## src/rtl/i2c_scl_gen.sv

```systemverilog
// i2c_scl_gen: I2C bit-clock generator producing quarter-period strobes and a
// registered SCL level in the clk domain. Four runtime-selectable bus rates.
// Optional slave clock stretching is built when I2C_SCL_STRETCH_EN is defined;
// without it scl_in is ignored and every period is exactly 4Q cycles.
module i2c_scl_gen #(
  parameter int CLK_FREQUENCY = 50000000,
  parameter int RATE0_HZ      = 10000,
  parameter int RATE1_HZ      = 100000,
  parameter int RATE2_HZ      = 400000,
  parameter int RATE3_HZ      = 1000000,
  parameter int CNT_W         = 11
) (
  input  logic       clk,
  input  logic       reset,
  input  logic       enable,
  input  logic [1:0] rate_sel,
  input  logic       scl_in,
  output logic       scl_level,
  output logic [1:0] phase,
  output logic       quarter_tick,
  output logic       drive_strobe,
  output logic       sample_strobe,
  output logic       period_done,
  output logic       stretching,
  output logic       busy
);

  localparam int Q0 = CLK_FREQUENCY / (4 * RATE0_HZ);
  localparam int Q1 = CLK_FREQUENCY / (4 * RATE1_HZ);
  localparam int Q2 = CLK_FREQUENCY / (4 * RATE2_HZ);
  localparam int Q3 = CLK_FREQUENCY / (4 * RATE3_HZ);
  localparam int Q_LIM = 1 << CNT_W;

  // A quarter must be at least two cycles and its last count must fit in cnt.
  generate
    if (Q0 < 2 || Q1 < 2 || Q2 < 2 || Q3 < 2 ||
        Q0 >= Q_LIM || Q1 >= Q_LIM || Q2 >= Q_LIM || Q3 >= Q_LIM) begin : g_bad_q
      $error("i2c_scl_gen: quarter count out of range for CNT_W");
    end
  endgenerate

  typedef enum logic {IDLE, RUN} state_t;

  state_t           state, state_nx;
  logic [CNT_W-1:0] cnt, cnt_nx, q_last;
  logic [1:0]       phase_nx, ph_inc, rate_q, rate_nx;
  logic             scl_nx, hold;

`ifdef I2C_SCL_STRETCH_EN
  logic [1:0] sync_pipe;
  logic       scl_sync;

  // Two-flop synchronizer for the asynchronous bus SCL; idles released-high.
  always_ff @(posedge clk) begin
    if (reset) sync_pipe <= 2'b11;
    else       sync_pipe <= {sync_pipe[0], scl_in};
  end
  assign scl_sync = sync_pipe[1];
  // Only the first cycle of the high phase can be held: cnt stays at 0 there.
  assign hold = (state == RUN) && (phase == 2'd2) && scl_level && !scl_sync;
`else
  logic unused_scl_in;
  assign unused_scl_in = scl_in;
  assign hold = 1'b0;
`endif

  // Last count of the quarter for the rate latched at the period start.
  always_comb begin
    case (rate_q)
      2'd0:    q_last = CNT_W'(Q0 - 1);
      2'd1:    q_last = CNT_W'(Q1 - 1);
      2'd2:    q_last = CNT_W'(Q2 - 1);
      default: q_last = CNT_W'(Q3 - 1);
    endcase
  end

  assign busy          = (state == RUN);
  assign stretching    = hold;
  assign quarter_tick  = busy && !hold && (cnt == q_last);
  assign drive_strobe  = quarter_tick && (phase == 2'd0);
  assign sample_strobe = quarter_tick && (phase == 2'd2);
  assign period_done   = quarter_tick && (phase == 2'd3);
  assign ph_inc        = phase + 2'd1;

  // Next-state: quarter counting, phase advance, rate latch and SCL level.
  always_comb begin
    state_nx = state;
    cnt_nx   = cnt;
    phase_nx = phase;
    rate_nx  = rate_q;
    scl_nx   = scl_level;
    case (state)
      IDLE: begin
        cnt_nx   = '0;
        phase_nx = 2'd0;
        scl_nx   = 1'b1;
        if (enable) begin
          state_nx = RUN;
          rate_nx  = rate_sel;
          scl_nx   = 1'b0;
        end
      end
      default: begin
        if (!enable) begin
          state_nx = IDLE;
          cnt_nx   = '0;
          phase_nx = 2'd0;
          scl_nx   = 1'b1;
        end else if (hold) begin
          cnt_nx = '0;
        end else if (quarter_tick) begin
          cnt_nx   = '0;
          phase_nx = ph_inc;
          scl_nx   = ph_inc[1];
          if (phase == 2'd3) rate_nx = rate_sel;
        end else begin
          cnt_nx = cnt + 1'b1;
        end
      end
    endcase
  end

  // State register; reset returns to IDLE with SCL released and rate 1.
  always_ff @(posedge clk) begin
    if (reset) begin
      state     <= IDLE;
      cnt       <= '0;
      phase     <= 2'd0;
      rate_q    <= 2'd1;
      scl_level <= 1'b1;
    end else begin
      state     <= state_nx;
      cnt       <= cnt_nx;
      phase     <= phase_nx;
      rate_q    <= rate_nx;
      scl_level <= scl_nx;
    end
  end

endmodule

```

## config.mk

```make
export PLATFORM = sky130hd
export DESIGN_NAME = i2c_scl_gen
export DESIGN_NICKNAME = d
export VERILOG_FILES = /design/src/rtl/i2c_scl_gen.sv
export SDC_FILE = /design/constraint.sdc
export NUM_CORES = 1
export LEC_CHECK = 0
export ABC_CLOCK_PERIOD_IN_PS = 2800
export CORE_UTILIZATION = 51
export CTS_CLUSTER_DIAMETER = 30
export DETAILED_ROUTE_END_ITERATION = 10
export PLACE_DENSITY = 0.76
export SYNTH_ARGS = -nofsm -noshare
export SYNTH_HDL_FRONTEND = slang
export SYNTH_SLANG_ARGS = --single-unit
```

## constraint.sdc

```tcl
create_clock -name clk -period 2.8 [get_ports clk]
set_input_delay 0.56 -clock clk [delete_from_list [all_inputs] [get_ports clk]]
set_output_delay 0.56 -clock clk [all_outputs]
set_load 0.01 [all_outputs]
```

==> run_results.csv <==
group,metric,value,unit
yosys,synth_seq_area_share,0.359,
yosys,synth.top_cell.area_share,0.359,
power,p_seq_frac,0.579,
global_routing,globalRouteOverflowTotal,0,
final_layout,area_delta_synth_final,26.0,%
yosys,syn_area,947,um2
routing,drt_wl_total,1700,um
critical_path,end_kind,"output port",
timing,slew_viol_final,0,
yosys,synthFlopType,"dfxtp_1",
critical_path,path_max_fanout,3,
die,ioPinCount,15,
power,power.leakage,0.506,nW
timing,whs,0.528,ns
die,die_x,45.1,um
final_layout,num-fill-cells,141,
placement,dp_slack,-0.161,ns
routing,ant_nets,0,
routing,wl_per_cell,10.9,um
power,ir_drop,312,uV
power,internal-power,0.329,mW
timing,rsz0062_at_grt,"yes",
yosys,postSynthAreaPerCell,8.94,um2
clock_network,hold_buffers,0,
clock_network,h-tree-depth,1,
timing,finClkSkew,0.00389,ns
global_routing,grt_pass1_vias,694,
final_layout,insertedDiodeCount,0,
die,start_util,0.549,
yosys,synthTopCellsByCount,"dfxtp_1 (17), nor2_1 (17), ha_1 (9), xnor2_1 (8), inv_1 (7)",
placement,dpl_cell_area,1140,um2
yosys,syn_inst,106,
placement,hpwl,1330,um
global_routing,grt_usage,0.199,
die,design.core.area,1730,um2
clock_network,clkSinkCount,17,
routing,vias_per_cell,4.86,
routing,drt_iter0_drc,8,
timing,period_share,1.02,
yosys,yosys_warnings,0,
yosys,synth_cell_types,26,
critical_path,crit_arrival,2.31,ns
clock_network,cts.path.max_buffers,2,
critical_path,crit_type,"flop to output port",
final_layout,drive_above_1_share,0.229,
timing,clock.fmax,348,MHz
clock_network,cts.clk_slew.worst_paths,0.09,ns
clock_network,cts_tree,"built",
clock_network,cts_buffers,3,
yosys,synth_async_sr_flop_share,0,
power,p_comb_frac,0.116,
critical_path,crit_required,2.24,ns
yosys,synth_largest_area_cell,"dfxtp_1",
critical_path,r2r_slack,0.49,ns
critical_path,start_kind,"flop",
timing,setup_viol,1,
die,rows,15,
power,swShare,0.234,
timing,setup_slack,-0.0697,ns
power,p_per_area,360,nW/um2
power,clkPwrFrac,0.305,
yosys,synth_nets,121,
timing,hold_viol_final,0,
routing,dr.pass1.iters,4,
status,violations,"negative setup slack",
placement,finalWeightedCongestion,0.782,
min_path,min_path_type,"flop to flop",
run,max_cap_violations,0,
global_routing,grt_max_degree,12,
status,status,"finished, violations left",
routing,drc,0,
global_routing,antenna_found_initial,0,
die,die_h,45.1,um
final_layout,final_area,1190,um2
placement,port_buffers,12,
yosys,yosys_register_bits,17,
routing,vias,758,
yosys,synth_area_leaders,"dfxtp_1 (36%), ha_1 (12%), xnor2_1 (7.4%), nor2_1 (6.7%), mux2i_1 (5.3%)",
timing,fin_crit,2.87,ns
yosys,synth_enable_flop_cells,0,
clock_network,cts_root_buf,"clkbuf_4",
clock_network,clock_latency,0.29,ns
power,p_switching,0.101,mW
final_layout,nNetsFinal,147,
global_routing,grt_first_pass_wirelength,2790,um
die,die-area,2030,um2
## metal layers
metal  wire, um  GRT usage  share of wire  vias to the layer above
met5          0          0              0                        -
met2        890      0.345           0.52                        9
li1           -          -              -                      398
met1        718      0.207           0.42                      347
met4         29     0.0909          0.017                        0
met3         57     0.0840          0.034                        4
## sequential cells by signal, summed over array words and instances (netlist names)
register	count
rate_q	2
scl_level	1
cnt	11
phase	2
busy	1
## path summary, 6_finish.rpt
check / from / to / cells past startpoint
max: rate_q[1] / period_done / 8
min: scl_level / scl_level / 2
max reg2reg: rate_q[1] / cnt[9] / 9
min reg2reg: scl_level / scl_level / 2
## placed cells by master (no fill, tap or decap), types with 2 or more instances in the layout
master,count
buf_4,12
nor3_1,3
inv_2,2
clkbuf_4,3
nand2_1,5
dfxtp_1,15
xnor2_1,8
nand3_1,6
nor2_1,17
nor2b_1,3
dfxtp_2,2
mux2i_1,5
and3_1,4
inv_1,5
ha_1,7
xor2_1,3
buf_2,3
clkdlybuf4s50_1,8
or2_2,3
nand2b_1,2
## power groups by stage
stage          combinational (mW)  sequential (mW)  clock (mW)
2_1_floorplan              0.0245            0.255           0
3_3_place_gp               0.0447            0.254           0
3_5_place_dp               0.0467            0.254           0
4_1_cts                    0.0494            0.249       0.135
5_1_grt                    0.0539            0.250       0.148
6_report                   0.0498            0.249       0.131
## repair_timing
action / in CTS / in global routing
resized for setup: 24 / 0
cloned: 0 / 0
pin swaps: 4 / 4
setup endpoints to repair: 4 / 4
setup buffers: 3 / 1
## cells by family (layout without fill, tap and decap cells)
group / count (synthesis) / count (layout) / share of synthesized area
muxes: 5 / 5 / 0.0528
DFF: 17 / 17 / 0.359
other: 1 / 1 / 0.00396
AOI/OAI and AO/OA: 6 / 6 / 0.0608
xor gates and xnor gates: 11 / 11 / 0.102
buffers and inverters: 10 / 35 / 0.0595
adders and majority gates: 9 / 9 / 0.119
and+or+nand+nor: 47 / 47 / 0.243
## metrics by stage
| step | utilization | TNS [ns] | power, mW | std cells |
|---|---|---|---|---|
| after global routing | 0.691 | -0.388 | 0.452 | 156 |
| after floorplan | - | 0 | 0.280 | 106 |
| after detailed placement | 0.662 | -0.565 | 0.301 | 150 |
| final | 0.691 | -0.0697 | 0.430 | 156 |
| after CTS | 0.691 | -0.0889 | 0.433 | 156 |
| after global placement | 0.662 | -0.476 | 0.299 | 150 |
## layout make-up
class / instances / area (um2) / area share
clock buffer: 4 / 26.3 / 0.0220
inverter: 7 / 26.3 / 0.0220
multi-input combinational: 79 / 571 / 0.478
tap: 25 / 31.3 / 0.0262
sequential: 17 / 343 / 0.287
timing repair buffer: 24 / 196 / 0.165
## worst max-delay path, stage by stage (launching register included)
cell and delay (ns):
dfxtp_2 0.34, inv_2 0.05, ha_4 0.23, or3b_1 0.35, a222oi_1 0.41, and3_1 0.25, buf_4 0.12, and3_4 0.18
buf_6 0.09
Note: power is estimated with default switching activity, not from simulation.
